===== src/rtl/if_id_pkg.sv =====
// if_id_pkg: shared types and default constants for the IF->ID skid register
package if_id_pkg;

    typedef enum logic [1:0] {EMPTY, BUSY, FULL} if_id_state_t;

    localparam int INSTR_W_DEF = 12;
    localparam int PC_W_DEF    = 8;

    localparam logic [INSTR_W_DEF-1:0] NOP_INSTR_DEF = '0;

    typedef struct packed {
        logic [INSTR_W_DEF-1:0] instr;
        logic [PC_W_DEF-1:0]    pc;
    } if_id_entry_t;

endpackage


===== src/rtl/pipe_entry_reg.sv =====
// pipe_entry_reg: one pipeline entry with load enable and synchronous clear to the bubble value
module pipe_entry_reg
    import if_id_pkg::*;
#(
    parameter int          W    = INSTR_W_DEF + PC_W_DEF,
    parameter logic [W-1:0] INIT = '0
) (
    input  logic         clk,
    input  logic         reset_n,
    input  logic         clr,
    input  logic         load,
    input  logic [W-1:0] d,
    output logic [W-1:0] q
);

    // clear beats load so a redirect can never leave stale data behind
    always_ff @(posedge clk or negedge reset_n) begin
        if (!reset_n)
            q <= INIT;
        else if (clr)
            q <= INIT;
        else if (load)
            q <= d;
    end

endmodule


===== src/rtl/if_id_skid_reg.sv =====
// if_id_skid_reg: IF->ID boundary register with valid/ready, one-entry skid, flush and stall counter
module if_id_skid_reg
    import if_id_pkg::*;
#(
    parameter int                 INSTR_W   = INSTR_W_DEF,
    parameter int                 PC_W      = PC_W_DEF,
    parameter logic [INSTR_W-1:0] NOP_INSTR = INSTR_W'(NOP_INSTR_DEF),
    parameter int                 CNT_W     = 16
) (
    input  logic               clk,
    input  logic               reset_n,
    input  logic               flush,
    input  logic               in_valid,
    output logic               in_ready,
    input  logic [INSTR_W-1:0] in_instr,
    input  logic [PC_W-1:0]    in_pc,
    output logic               out_valid,
    input  logic               out_ready,
    output logic [INSTR_W-1:0] out_instr,
    output logic [PC_W-1:0]    out_pc,
    input  logic               stat_clr,
    output logic [CNT_W-1:0]   stall_cnt
);

    localparam int            EW        = INSTR_W + PC_W;
    localparam logic [EW-1:0] NOP_ENTRY = {NOP_INSTR, {PC_W{1'b0}}};

    if_id_state_t  state, state_nxt;
    logic          accept, pop;
    logic          main_load, skid_load, main_from_skid;
    logic [EW-1:0] main_q, skid_q, main_d;

    assign in_ready  = (state != FULL) && !flush;
    assign out_valid = (state != EMPTY);
    assign accept    = in_valid && in_ready;
    assign pop       = out_valid && out_ready;
    assign main_d    = main_from_skid ? skid_q : {in_instr, in_pc};
    assign out_instr = out_valid ? main_q[EW-1:PC_W] : NOP_INSTR;
    assign out_pc    = out_valid ? main_q[PC_W-1:0] : '0;

    // occupancy state register
    always_ff @(posedge clk or negedge reset_n) begin
        if (!reset_n)
            state <= EMPTY;
        else
            state <= state_nxt;
    end

    // next occupancy and entry load strobes; flush overrides everything
    always_comb begin
        state_nxt      = state;
        main_load      = 1'b0;
        skid_load      = 1'b0;
        main_from_skid = 1'b0;
        case (state)
            EMPTY: if (accept) begin
                state_nxt = BUSY;
                main_load = 1'b1;
            end
            BUSY: if (accept && pop) begin
                main_load = 1'b1;
            end else if (accept) begin
                state_nxt = FULL;
                skid_load = 1'b1;
            end else if (pop) begin
                state_nxt = EMPTY;
            end
            FULL: if (pop) begin
                state_nxt      = BUSY;
                main_load      = 1'b1;
                main_from_skid = 1'b1;
            end
            default: state_nxt = EMPTY;
        endcase
        if (flush)
            state_nxt = EMPTY;
    end

    pipe_entry_reg #(.W(EW), .INIT(NOP_ENTRY)) u_main (
        .clk(clk), .reset_n(reset_n), .clr(flush), .load(main_load), .d(main_d), .q(main_q)
    );

    pipe_entry_reg #(.W(EW), .INIT(NOP_ENTRY)) u_skid (
        .clk(clk), .reset_n(reset_n), .clr(flush), .load(skid_load), .d({in_instr, in_pc}), .q(skid_q)
    );

    // saturating count of cycles where decode holds off a valid head
    always_ff @(posedge clk or negedge reset_n) begin
        if (!reset_n)
            stall_cnt <= '0;
        else if (stat_clr)
            stall_cnt <= '0;
        else if (out_valid && !out_ready && stall_cnt != {CNT_W{1'b1}})
            stall_cnt <= stall_cnt + 1'b1;
    end

endmodule


===== config.mk =====
export PLATFORM = sky130hd
export DESIGN_NAME = if_id_skid_reg
export DESIGN_NICKNAME = d
export VERILOG_FILES = /design/src/rtl/if_id_pkg.sv /design/src/rtl/pipe_entry_reg.sv /design/src/rtl/if_id_skid_reg.sv
export SDC_FILE = /design/constraint.sdc
export NUM_CORES = 1
export LEC_CHECK = 0
export ABC_CLOCK_PERIOD_IN_PS = 2000
export BUFFER_PORTS_ARGS = -buffer_cell sky130_fd_sc_hd__buf_2
export CAP_MARGIN = 25
export CORE_MARGIN = 1.5
export CORE_UTILIZATION = 30
export CTS_BUF_LIST = sky130_fd_sc_hd__clkbuf_4 sky130_fd_sc_hd__clkbuf_8 sky130_fd_sc_hd__clkbuf_16
export DETAILED_ROUTE_END_ITERATION = 8
export GPL_ROUTABILITY_DRIVEN = 0
export PLACE_DENSITY = 0.6
export SYNTH_ARGS = -nofsm -noshare
export SYNTH_HDL_FRONTEND = slang
export SYNTH_SLANG_ARGS = --single-unit

===== constraint.sdc =====
create_clock -name clk -period 2 [get_ports clk]
set_clock_uncertainty 0.1 [all_clocks]
set_input_delay 0.3 -clock clk [delete_from_list [all_inputs] [get_ports clk]]
set_output_delay 0.3 -clock clk [all_outputs]
set_load 0.05 [all_outputs]

==> results_dict.tcl <==
set metrics [dict create \
    ys_ff_latch 58 \
    yosys_warnings 0 \
    synth_area_um2 2980 \
    rsz0062_at_grt "false" \
    slowest_stage "dfrtp_1" \
    period_share_pct 95.8 \
    first_pass_iters 6 \
    tns_ns 0 \
    fin_hold_ws_ns 0.0700 \
    final_cell_area_um2 3800 \
    ant_nets 0 \
    finalCoreUtilization_pct 39.2 \
    dpl.hpwl_mm 4.95 \
    cts_tree "yes" \
    post-cts-setup-buffer-count 0 \
    p_per_area_nw_per_um2 715 \
    via_count 2501 \
    layout_min_cycle_time_ns 1.92 \
    cts_buffers 9 \
    final_cell_count_no_fill 515 \
    final_cell_mix "62 x buf_2, 45 x nand2_1, 43 x dfrtp_1" \
    hold_viol 0 \
    ir_drop_mv 0.247 \
    criticalPathCategory "register to output port" \
    die_w_um 103 \
    rows 36 \
    drc_errors 0 \
    cp_max_fo 9 \
    r2r_cells 4 \
    nFillCells 968 \
    clock_latency_ns 0.33 \
    arrival_ns 1.52 \
    cts-root-buf "clkbuf_8" \
    tightest_slew_ns 0.431 \
    cts_sinks 58 \
    final_nets 405 \
    die_area_um2 10500 \
    core_area_um2 9680 \
    fp.dieH_um 103 \
    grt_pass1_wl_mm 12.0 \
    finalSetupViolCount 0 \
    pre_cts_ws_ns 0.0963 \
    clockBufferDepth 2 \
    slew_viol_final 0 \
    grt_antenna_before_repair 0 \
    clkTransAtPathRegs_ns 0.07 \
    critPathMaxStageDelay_ns 0.36 \
    drt_wl_total_mm 7.39 \
    placed_cells 498 \
    synth_cell_types 36 \
    syn_to_final_growth_pct 27.4 \
    grt_pass1_vias 2416 \
    globalRouteTotalUtil_pct 15.0 \
    startpoint_type "register" \
    cp_num_buf_inv 3 \
    io_buffers 63 \
    holdPathStages 3 \
    postSynthCellCount 312 \
    min_path_type "input port to register" \
    r2r_setup_slack_ns 0.12 \
    synth.top_cell.area_share_pct 48.7 \
    grt_max_degree 42 \
    reg2reg_from "stall_cnt[1]" \
    end_kind "output port" \
    ios 64 \
    p_total_mw 2.71 \
    via_per_inst 4.86 \
    max-slew-margin-rel_pct 71.3 \
    placed_cell_area_um2 3560 \
    routedWlPerCell_um 14.4 \
    outcome "complete, no violations" \
    ys.flop_type "dfrtp_1" \
    initial_utilization_pct 30.8 \
    drt_iter0_markers 85 \
    drive_gt1_share_pct 31.2 \
    critical_path.cell_chain "buf_4 > nor2_4 > buf_6 > nor2b_1 > buf_2" \
    synth_edf_count 0 \
    cp.required_ns 1.60 \
    htreeDepth 3 \
    hold_end "u_skid.q[8]" \
    syn_avg_cell_area_um2 9.56 \
    rr_endpoint "stall_cnt[13]" \
    p_leak_nw 1.88 \
    final_common_cell "buf_2" \
    synth_area_leaders "dfrtp_1 49%, mux2i_1 7.0%, nand2_1 5.7%, nand3b_1 5.3%, nor2b_1 5.2%" \
    grt_overflow 0 \
    async_flop_share_pct 100 \
    n_antenna_cell 0 \
    drv_cap 0 \
    ys_seq_area_share_pct 48.7 \
    syn_nets 339 \
    min_from "in_instr[0]" \
    max_freq_mhz 522 \
    path_delay_family "buffers and inverters" \
    layout_setup_ws_ns 0.0839 \
    synth.largest_area_cell "dfrtp_1" \
]
-- state kept, by name, summed over array words and instances (netlist names) --
register,cells
state,2
u_main.q,20
stall_cnt,16
u_skid.q,20
-- where the power goes --
group | internal (mW) | switching (mW) | leakage (nW)
Combinational | 0.130 | 0.235 | 1.01
Sequential | 1.22 | 0.0245 | 0.769
Clock | 0.636 | 0.471 | 0.101
-- worst reg2reg max path, delay by kind of cell, from the launching register on --
| kind | cells | cell delay [ns] |
|---|---|---|
| AO/OA/AOI/OAI | 1 | 0.15 |
| flip-flops | 1 | 0.41 |
| AND/OR/NAND/NOR | 3 | 1.15 |
-- cell type report --
| type | instances | area (µm²) | area share, % |
|---|---|---|---|
| inverter | 5 | 18.8 | 0.494 |
| sequential | 58 | 1470 | 38.7 |
| tap | 133 | 166 | 4.38 |
| clock inverter | 4 | 51.3 | 1.35 |
| clock buffer | 11 | 151 | 3.99 |
| timing repair buffer | 79 | 485 | 12.8 |
| multi-input combinational | 225 | 1450 | 38.3 |
-- per-layer routing --
metal  wire length, µm  up-vias  GRT usage [%]  share of wire (%)
met2              3580       64           23.4                 48
li1                  -     1242              -                  -
met5                 0        -              0                  0
met4               139        0           8.32                1.9
met3               371       11           3.86                5.0
met1              3300     1184           18.8                 45
-- timing repair --
item / CTS / global route
hold buffers: 1 / 0
pin swaps: 0 / 0
gates resized for setup: 5 / 2
gates cloned: 1 / 0
hold endpoints to repair: 17 / 0
endpoints found under the setup margin: 18 / 1
-- Yosys cell counts (all sizes together), types with 6 or more instances --
master  count
nor2       27
nand2      45
a21oi      12
nand4       6
mux2i      21
buf         7
nor2b      25
a211oi     20
or4         8
clkbuf     17
dfrtp      58
o31ai       6
nand3b     21
-- kinds of logic after synthesis --
group	share of synthesized area [%]
buf+inv	4.03
simple gates	26.8
fa+ha+maj	0.420
xor+xnor	0.294
compound gates	11.6
mux	8.18
flops	48.7
-- how the worst max path moves through the flow --
stage	start	end	slack, ns	depth (start not counted)
after floorplan	stall_cnt[1]	stall_cnt[14]	-0.003	6
after global placement	out_ready	stall_cnt[13]	0.1	5
after detailed placement	out_ready	stall_cnt[13]	0.1	5
after CTS	state[0]	out_pc[2]	0.05	5
after global routing	state[0]	out_instr[11]	0.0006	5
final	state[0]	out_instr[4]	0.08	5
(Power assumes the default switching activity.)
